<file path="src/rtl/xinlv_top.sv">
// Heart-rate front end: 8N1 UART receiver, "BPMdd" frame parser and BCD-to-binary stage.
// xinlv holds the rate from the last complete frame; truncated or malformed frames leave it alone.
module xinlv_top #(
    parameter int unsigned CLK_FREQ     = 50_000_000,
    parameter int unsigned BAUD         = 9600,
    parameter int unsigned CLKS_PER_BIT = CLK_FREQ / BAUD
) (
    input  logic       clk,
    input  logic       rst_n,
    input  logic       data_rx,
    output logic [7:0] xinlv
);

    localparam int unsigned CntW = $clog2(CLKS_PER_BIT + 1);
    localparam logic [CntW-1:0] BitLast  = CntW'(CLKS_PER_BIT - 1);
    localparam logic [CntW-1:0] HalfLast = CntW'(CLKS_PER_BIT / 2 - 1);

    localparam logic [7:0] ChB = 8'h42;
    localparam logic [7:0] ChP = 8'h50;
    localparam logic [7:0] ChM = 8'h4D;

    typedef enum logic [1:0] {RxIdle, RxStart, RxData, RxStop} rx_state_e;
    typedef enum logic [2:0] {PsWaitB, PsGotB, PsGotP, PsGotM, PsGotT} ps_state_e;

    // Input synchroniser plus one extra stage for falling-edge detection.
    logic rx_meta_q, rx_sync_q, rx_prev_q;

    rx_state_e       rx_state_q, rx_state_d;
    logic [CntW-1:0] clk_cnt_q, clk_cnt_d;
    logic [2:0]      bit_cnt_q, bit_cnt_d;
    logic [7:0]      shift_q, shift_d;
    logic            rx_valid_q, rx_valid_d;
    logic [7:0]      rx_byte;

    ps_state_e  ps_state_q, ps_state_d;
    logic [3:0] tens_q, tens_d;
    logic [7:0] xinlv_q, xinlv_d;

    logic       is_digit;
    logic [3:0] digit;
    logic [6:0] tens_x10;
    logic [6:0] bcd_sum;

    always_ff @(posedge clk) begin
        if (!rst_n) begin
            rx_meta_q <= 1'b1;
            rx_sync_q <= 1'b1;
            rx_prev_q <= 1'b1;
        end else begin
            rx_meta_q <= data_rx;
            rx_sync_q <= rx_meta_q;
            rx_prev_q <= rx_sync_q;
        end
    end

    always_ff @(posedge clk) begin
        if (!rst_n) begin
            rx_state_q <= RxIdle;
            clk_cnt_q  <= '0;
            bit_cnt_q  <= '0;
            shift_q    <= '0;
            rx_valid_q <= 1'b0;
        end else begin
            rx_state_q <= rx_state_d;
            clk_cnt_q  <= clk_cnt_d;
            bit_cnt_q  <= bit_cnt_d;
            shift_q    <= shift_d;
            rx_valid_q <= rx_valid_d;
        end
    end

    always_comb begin
        rx_state_d = rx_state_q;
        clk_cnt_d  = clk_cnt_q;
        bit_cnt_d  = bit_cnt_q;
        shift_d    = shift_q;
        rx_valid_d = 1'b0;
        unique case (rx_state_q)
            RxIdle: begin
                clk_cnt_d = '0;
                bit_cnt_d = '0;
                if (rx_prev_q && !rx_sync_q) begin
                    rx_state_d = RxStart;
                end
            end
            RxStart: begin
                if (clk_cnt_q == HalfLast) begin
                    clk_cnt_d  = '0;
                    rx_state_d = rx_sync_q ? RxIdle : RxData;
                end else begin
                    clk_cnt_d = clk_cnt_q + CntW'(1);
                end
            end
            RxData: begin
                if (clk_cnt_q == BitLast) begin
                    clk_cnt_d = '0;
                    shift_d   = {rx_sync_q, shift_q[7:1]};
                    if (bit_cnt_q == 3'd7) begin
                        rx_state_d = RxStop;
                    end else begin
                        bit_cnt_d = bit_cnt_q + 3'd1;
                    end
                end else begin
                    clk_cnt_d = clk_cnt_q + CntW'(1);
                end
            end
            RxStop: begin
                if (clk_cnt_q == BitLast) begin
                    clk_cnt_d = '0;
                    // A low stop bit drops the byte; the edge detector then waits for the line
                    // to return high before another start bit can be seen.
                    rx_valid_d = rx_sync_q;
                    rx_state_d = RxIdle;
                end else begin
                    clk_cnt_d = clk_cnt_q + CntW'(1);
                end
            end
            default: rx_state_d = RxIdle;
        endcase
    end

    assign rx_byte  = shift_q;
    assign is_digit = (rx_byte >= 8'h30) && (rx_byte <= 8'h39);
    assign digit    = rx_byte[3:0];
    assign tens_x10 = {tens_q, 3'b000} + {2'b00, tens_q, 1'b0};
    assign bcd_sum  = tens_x10 + {3'b000, digit};

    always_ff @(posedge clk) begin
        if (!rst_n) begin
            ps_state_q <= PsWaitB;
            tens_q     <= '0;
            xinlv_q    <= '0;
        end else begin
            ps_state_q <= ps_state_d;
            tens_q     <= tens_d;
            xinlv_q    <= xinlv_d;
        end
    end

    always_comb begin
        ps_state_d = ps_state_q;
        tens_d     = tens_q;
        xinlv_d    = xinlv_q;
        if (rx_valid_q) begin
            // Mismatch fallback; a stray 'B' restarts the frame immediately.
            ps_state_d = (rx_byte == ChB) ? PsGotB : PsWaitB;
            unique case (ps_state_q)
                PsGotB: begin
                    if (rx_byte == ChP) ps_state_d = PsGotP;
                end
                PsGotP: begin
                    if (rx_byte == ChM) ps_state_d = PsGotM;
                end
                PsGotM: begin
                    if (is_digit) begin
                        tens_d     = digit;
                        ps_state_d = PsGotT;
                    end
                end
                PsGotT: begin
                    if (is_digit) begin
                        xinlv_d    = {1'b0, bcd_sum};
                        ps_state_d = PsWaitB;
                    end
                end
                default: ;
            endcase
        end
    end

    assign xinlv = xinlv_q;

endmodule

</file>
<file path="config.mk">
export PLATFORM = sky130hd
export DESIGN_NAME = xinlv_top
export DESIGN_NICKNAME = d
export VERILOG_FILES = /design/src/rtl/xinlv_top.sv
export SDC_FILE = /design/constraint.sdc
export NUM_CORES = 1
export LEC_CHECK = 0
export ABC_AREA = 1
export CAP_MARGIN = 30
export CORE_ASPECT_RATIO = 0.8
export CORE_MARGIN = 2
export CORE_UTILIZATION = 31
export CTS_CLUSTER_DIAMETER = 60
export DETAILED_ROUTE_END_ITERATION = 12
export PLACE_DENSITY = 0.47
export SYNTH_ARGS = -nofsm -noshare
export SYNTH_HDL_FRONTEND = slang
export SYNTH_SLANG_ARGS = --single-unit
</file>
<file path="constraint.sdc">
create_clock -name clk -period 2.4 [get_ports clk]
set_clock_uncertainty 0.15 [all_clocks]
set_input_delay 0.6 -clock clk [delete_from_list [all_inputs] [get_ports clk]]
set_output_delay 0.6 -clock clk [all_outputs]
set_load 0.03 [all_outputs]
</file>
=== After elaboration in Yosys (flattened, before gate mapping) ===
Index checks and enable logic that the tools add are counted.

* Muxes and demuxes: 19
* Equality and inequality tests: 19
* Magnitude comparators: 2
* Add/subtract/negate cells: 4
* Reduce and logical (&&, ||, !) cells: 12

{| class="wikitable"
|+ Operators with widths
! cell !! number
|-
| $pmux 13 s3 || 1
|-
| $mux 13 || 2
|-
| $eq 8x7->1 const B || 3
|-
| $mux 2 || 8
|-
| $add 13x1->13 const B || 1
|-
| $eq 13x12->1 const B || 1
|-
| $eq 13x13->1 const B || 1
|-
| $ne 2x2->1 const B || 6
|-
| $pmux 3 s4 || 1
|-
| $reduce_and 3->1 || 4
|-
| $mux 3 || 3
|-
| $ge 8x6->1 const B || 1
|-
| $le 8x6->1 const B || 1
|-
| $pmux 2 s4 || 1
|-
| $add 7x4->7 || 1
|-
| $add 7x5->7 || 1
|-
| $eq 3x2->1 const B || 2
|-
| $eq 3x3->1 const B || 2
|-
| $pmux 3 s2 || 1
|-
| $reduce_and 5->1 || 1
|-
| $eq 2x2->1 const B || 2
|-
| $add 3x1->3 const B || 1
|-
| $eq 3x1->1 const B || 1
|-
| $eq 2x1->1 const B || 1
|-
| other kinds (7) || 9
|}

* Output and inout port bits: 8
* Register bits after elaboration: 44
* Word-level logic and storage cells: 67
* Input port bits: 3

=== Depth between registers and ports, before layout ===
* Word-level depth: 4
* Gate-level depth with buffers: 10

=== Least setup slack after synthesis ===
No wires, ideal clock.

* Kind: reg2reg
* Start: register shift_q[3], in the netlist rx_byte[3]
* End: register xinlv_q[6], in the netlist xinlv[6]
* Clock period less this slack: 2,181 ps
* Setup slack: 219 ps
* Cell stages (with the launch flop): 10
* Path buffers: 0
* Required time: 2,134 ps
* Data arrival time: 1,915 ps
* Cells stage by stage: dfxtp_1 inv_1 fa_1 inv_1 fa_1 nand3_1 nand2_1 xor2_1 o21ai_0 nor2_1

* Longest elaborated chain between the ends: 3
* Elaborated cells between the ends (all ways): 5

{| class="wikitable"
|+ Ends and longest elaborated chain
! element !! RTL line !! text
|-
| from (decl) || 31 || <nowiki>logic [7:0] shift_q, shift_d;</nowiki>
|-
| from (signal assigned) || 67 || <nowiki>shift_q <= shift_d;</nowiki>
|-
| $ge 8x6->1 or $le 8x6->1 (tied branches) || 123 || <nowiki>assign is_digit = (rx_byte >= 8'h30) && (rx_byte <= 8'h39);</nowiki>
|-
| $logic_and 1x1->1 || 123 ||
|-
| $reduce_and 3->1 (no source line) || -- ||
|-
| to (signal assigned) || 136 || <nowiki>xinlv_q <= xinlv_d;</nowiki>
|-
| to (decl) || 37 || <nowiki>logic [7:0] xinlv_q, xinlv_d;</nowiki>
|}

Parallel ways exist; a longest one is shown, timed or not.
A chain may end at the register's enable or synchronous reset.

=== Worst setup path after layout ===
Same ends and word-level chain as after synthesis.

==> metrics.cfg <==
[die]
start_util=0.317
die_y_um=78.5
coreArea_mm2=0.00679
num_rows=27
dieWidth_um=97.1
boundaryPins=11
die_area_mm2=0.00762

[layout]
finalNonFillerCells=388
antenna_cells=0
area_growth_pct=12.2
finalCoreUtilization=0.355
drive_above_1_share=0.0698
fin_nets=315
n_fill_cell=736
final_cell_mix=nor2_1 (48), dfxtp_1 (43), nand2_1 (40)
layout_commonest_cell=nor2_1

[critical_path]
end_kind=register
crit_required_ns=2.45
cp.arrival_ns=2.27
critPathKind=reg2reg
worst-path-max-fanout=5
critPathLaunchType=register

[grt]
grt_overflow_total=0
antenna_found_initial=0
grt_pass1_vias=1682
grt_max_degree=27
grt_use_total=0.122
grt_pass1_wl_mm=7.55

[power_and_ir_drop]
p_sw_frac=0.246
power_frac_comb=0.065
ir_drop_mv=0.230
pwr-share-clk=0.365
p_seq_frac=0.570
p_leak_uw=0.00103
p_switching_uw=328
powerDensity_mw_per_mm2=552
p_int_uw=1000

[synthesis]
syn-num-nets=304
synthTopCellsByArea=dfxtp_1 (41%), nor2_1 (8.4%), nand2_1 (7.0%), inv_1 (6.3%), ha_1 (5.8%)
synth.cell_area_mm2=0.00215
synth_warnings=0
synth_seq_cells=44
synth.top_cell.area_share=0.410
synth.largest_area_cell=dfxtp_1
syn_inst=289
synth_cell_types=28
syn_avg_cell_area_um2=7.44
yosysSeqAreaShare=0.410

[placement]
hpwl_mm=3.15
gp_congestion=0.836
dp_cells=380
dp_slack_ns=0.0864
port_buffers=9

[route]
drtAntennaViolNets=0
route.detailed.wl_per_inst_um=10.9
routed_wl_mm=4.23
drc_errors=0
first_iter_violations=72
routed_via_density=4.53
vias=1758
dr.pass1.iters=4

[clock_tree]
clk_pin_slew_ns=0.08
cts_hold_buf=0
cts_tree=done
post-cts-setup-buffers=0
cts_root_buffer=clkbuf_8
cts_buffers=5
cts.sinks=44
insertion_delay_ns=0.30
htree_levels=2
clock_path_buffers=2

[sta]
setup_slack_ns=0.187
finalSetupViolCount=0
hold_viol=0
relSlewSlack=0.579
fmax_ghz=0.452
worst_pin_slew_ns=0.630
fin_tns_setup_ns=0
slew_viol_final=0
timing.final.crit_period_ns=2.21
rsz0062_at_grt=no
finalCritPeriodShare=0.922

[run_status]
outcome=complete, no violations

[run]
maxCapViolations=0

[worst_hold_path]
hold_class=reg2reg

[layer usage]
metal	track usage	part of all wire
met1	0.170	0.56
met2	0.177	0.37
met3	0.0338	0.048
met4	0.0507	0.018
met5	0	0
[cells in the mapped netlist]
master     n
a21oi_1   17
buf_1      1
buf_2      1
buf_4      1
buf_6      2
clkbuf_1   2
clkinv_1   1
conb_1     1
dfxtp_1   44
fa_1       2
ha_1      10
inv_1     36
inv_2      1
nand2_1   40
nand2_2    1
nand3_1   15
nand3_2    2
nand3b_1   1
nand4_1    7
nor2_1    48
nor2_2     3
nor3_1    14
o211ai_1   2
o211ai_2   1
o21ai_0   22
or2_2      2
xnor2_1    1
xor2_1    11
[state kept, by name, indices dropped and copies added (netlist names), named ones only]
signal / count
clk_cnt_q: 13
tens_q: 4
rx_valid_q: 1
rx_byte: 8
bit_cnt_q: 3
ps_state_q: 3
xinlv: 7
rx_sync_q: 1
rx_state_q: 1
rx_meta_q: 1
rx_prev_q: 1
[worst paths after layout]
check | start | to | slack, ns | cells after the start
worst max-delay path | rx_byte[3]$_SDFFE_PN0P_ | xinlv[6]$_SDFFE_PN0P_ | 0.19 | 9
worst min-delay path | rx_meta_q$_SDFF_PN1_ | rx_sync_q$_SDFF_PN1_ | 0.26 | 1
worst max register to register | rx_byte[3]$_SDFFE_PN0P_ | xinlv[6]$_SDFFE_PN0P_ | 0.19 | 9
worst min register to register | rx_meta_q$_SDFF_PN1_ | rx_sync_q$_SDFF_PN1_ | 0.26 | 1
[timing repair]
action	4_1_cts	5_1_grt
setup endpoints to repair	0	2
gates resized for setup	0	2
hold endpoints to repair	0	0
[kinds of logic after synthesis]
group	count (synthesis)	share of synthesized area
xor gates and xnor gates	12	0.0489
buffers and inverters	45	0.0878
DFF	44	0.410
other	1	0.00174
AOI/OAI and AO/OA	42	0.104
adders and majority gates	12	0.0768
and+or+nand+nor	133	0.272
[through the flow]
stage | hold slack [ns] | power, µW | cell area [µm²]
floorplan | 0.243 | 848 | 2150
global placement | 0.244 | 864 | 2320
detailed placement | 0.247 | 864 | 2320
CTS | 0.260 | 1370 | 2410
global route | 0.300 | 1410 | 2410
finish | 0.261 | 1330 | 2410
[final cells by class]
cell class / count / area (µm²) / area share
tap: 87 / 109 / 0.0451
sequential: 44 / 882 / 0.366
multi-input combinational: 200 / 1080 / 0.448
timing repair buffer: 11 / 105 / 0.0436
clock buffer: 6 / 82.6 / 0.0342
clock inverter: 2 / 10.0 / 0.00415
inverter: 38 / 143 / 0.0591
[power by group through the flow]
stage | Clock [µW] | Sequential (µW) | Combinational [µW]
global placement | 0 | 777 | 86.6
floorplan | 0 | 767 | 81.7
detailed placement | 0 | 777 | 86.6
CTS | 519 | 760 | 86.8
global route | 550 | 763 | 102
finish | 487 | 759 | 86.2
[worst max-delay path, cell delays in order, from the launching register on]
cell and delay (ns):
dfxtp_2 0.36, inv_1 0.09, fa_1 0.53, inv_1 0.07
fa_1 0.46, nand3_1 0.08, nand2_1 0.06, xor2_1 0.14
o21ai_1 0.13, nor2_1 0.05
No activity file was read; power rests on OpenSTA's default activity.
==> edit: new RTL, config.mk and constraints unchanged <==
`BAUD`: 9600 -> 4800.
--- a/src/rtl/xinlv_top.sv
+++ b/src/rtl/xinlv_top.sv
@@ -2,7 +2,7 @@
 // xinlv holds the rate from the last complete frame; truncated or malformed frames leave it alone.
 module xinlv_top #(
     parameter int unsigned CLK_FREQ     = 50_000_000,
-    parameter int unsigned BAUD         = 9600,
+    parameter int unsigned BAUD         = 4800,
     parameter int unsigned CLKS_PER_BIT = CLK_FREQ / BAUD
 ) (
     input  logic       clk,
Behaviour: same outputs for any inputs over 10 cycles, from zero or initial values and one cycle with rst_n low; that may be too few to reach the edited logic, so the function may still have changed.
==> edit against the original RTL <==
Sequential cell count up 1. Die area grew 5.2%. Routed wire length increased by 10%. Final area is 6.8% higher. Power up 11%. Synthesized area rose by 5.4%. Via count is 9.4% higher. Global-route usage up 1.2 points. Setup slack improved by 0.040 ns. Critical endpoint unchanged. Largest cell class unchanged.
==> edit: results (changes against the original RTL) <==
CTS
  – Post-CTS setup buffer count: 0 (unchanged)
  – Max Root-Sink Buffers: 2 (unchanged)
  – Clock Latency Late Sink: 0.30 ns (about the same)

Routing
  – Met2 WL: 1810 um (was 1570 um)
  – Drt wl/cell: 11.1 um (was 10.9 um)
  – Initial DRC count: 88 (was 72)
  – First drt pass iteration count: 5 (was 4)
  – Met3 wire len: 135 um (was 202 um)
  – Via count: 1924 (was 1758)
  – WL met1: 2640 um (was 2380 um)

Setup path
  – CP max stage delay: 0.55 ns (was 0.53 ns)
  – R2R depth: 8 (was 9)
  – Slowest CP cell: fa_1 (unchanged)

Place
  – Dpl cell area: 2460 sq um (was 2320 sq um)
  – Post-DP HPWL: 3500 um (was 3150 um)
  – Final GP Congestion: 0.788 (was 0.836)
  – Pre-CTS setup slack: 0.191 ns (was 0.0864 ns)

Global routing
  – First-pass GRT wire length: 8560 um (was 7550 um)
  – GRT Overall Usage: 0.134 (was 0.122)
  – Vias in the first global route: 1820 (was 1682)
  – Largest net degree at the start of global routing: 24 (was 27)

Yosys
  – Synth Area in XOR/XNOR: 0.0232 (was 0.0489)
  – Top cells by count, synth: 53 x nand2_1, 49 x nor2_1, 47 x inv_1, 45 x dfxtp_1, 27 x a21oi_1 (was 48 x nor2_1, 44 x dfxtp_1, 40 x nand2_1, 36 x inv_1, 22 x o21ai_0)
  – Dominant cells by area after synthesis: dfxtp_1 40%, nand2_1 8.8%, nor2_1 8.1% (was dfxtp_1 41%, nor2_1 8.4%, nand2_1 7.0%)
  – Avg Inst Size Synth: 7.17 sq um (was 7.44 sq um)
  – Syn Nets: 331 (was 304)
  – Sequential element share of the synthesized area: 0.397 (was 0.410)

Finish
  – Share of cells above drive strength 1: 0.0574 (was 0.0698)
  – Final std cells w/o fill: 418 (was 388)
  – # nets final: 345 (was 315)
  – Fill cell count: 750 (was 736)
  – Max reg flops: 14 (was 13)

Pwr
  – P_sw: 0.000344 W (was 0.000328 W)
  – Seq. pwr: 0.000776 W (was 0.000759 W)
  – Leakage: 1.13 nW (was 1.03 nW)
  – Clk network pwr share: 0.405 (was 0.365)
  – Clk. pwr: 0.000600 W (was 0.000487 W)
  – Peak supply drop: 0.230 mV (about the same)

Outcome
  – Status: completed (unchanged)

STA
  – Hold Slack: 0.267 ns (was 0.261 ns)
  – Tcrit/Tclk final: 0.906 (was 0.922)

Min path
  – Hold wc startpoint: rx_meta_q$_SDFF_PN1_ (unchanged)
## edit: cell types whose count changed in the layout (fill, tap and decap cells not counted), sizes merged, moves of 2 or more
cell | unedited run | this run
a211oi | 0 | 2
inv | 37 | 48
o211ai | 3 | 0
xor2 | 11 | 4
nand2 | 41 | 54
a21oi | 17 | 27
nor3b | 0 | 2
nand3 | 17 | 26
clkinv | 3 | 0
o21ai | 22 | 13
## edit: layout make-up
| cell class | instances | share of cell area |
|---|---|---|
| well taps | 87 | 0.0422 |
| inverters | 48 | 0.0699 |
| clock inverters | 1 | 0.0117 |
| clock buffers | 7 | 0.0335 |
| multi-input cells | 218 | 0.450 |
| repair buffers | 12 | 0.0437 |
| flip-flops and latches | 45 | 0.350 |
## edit: metal layers
layer | up-vias | track usage
li1 | 1044 | -
met1 | 850 | 0.188
met2 | 23 | 0.198
met3 | 7 | 0.0322
met4 | 0 | 0.0493
met5 | - | 0
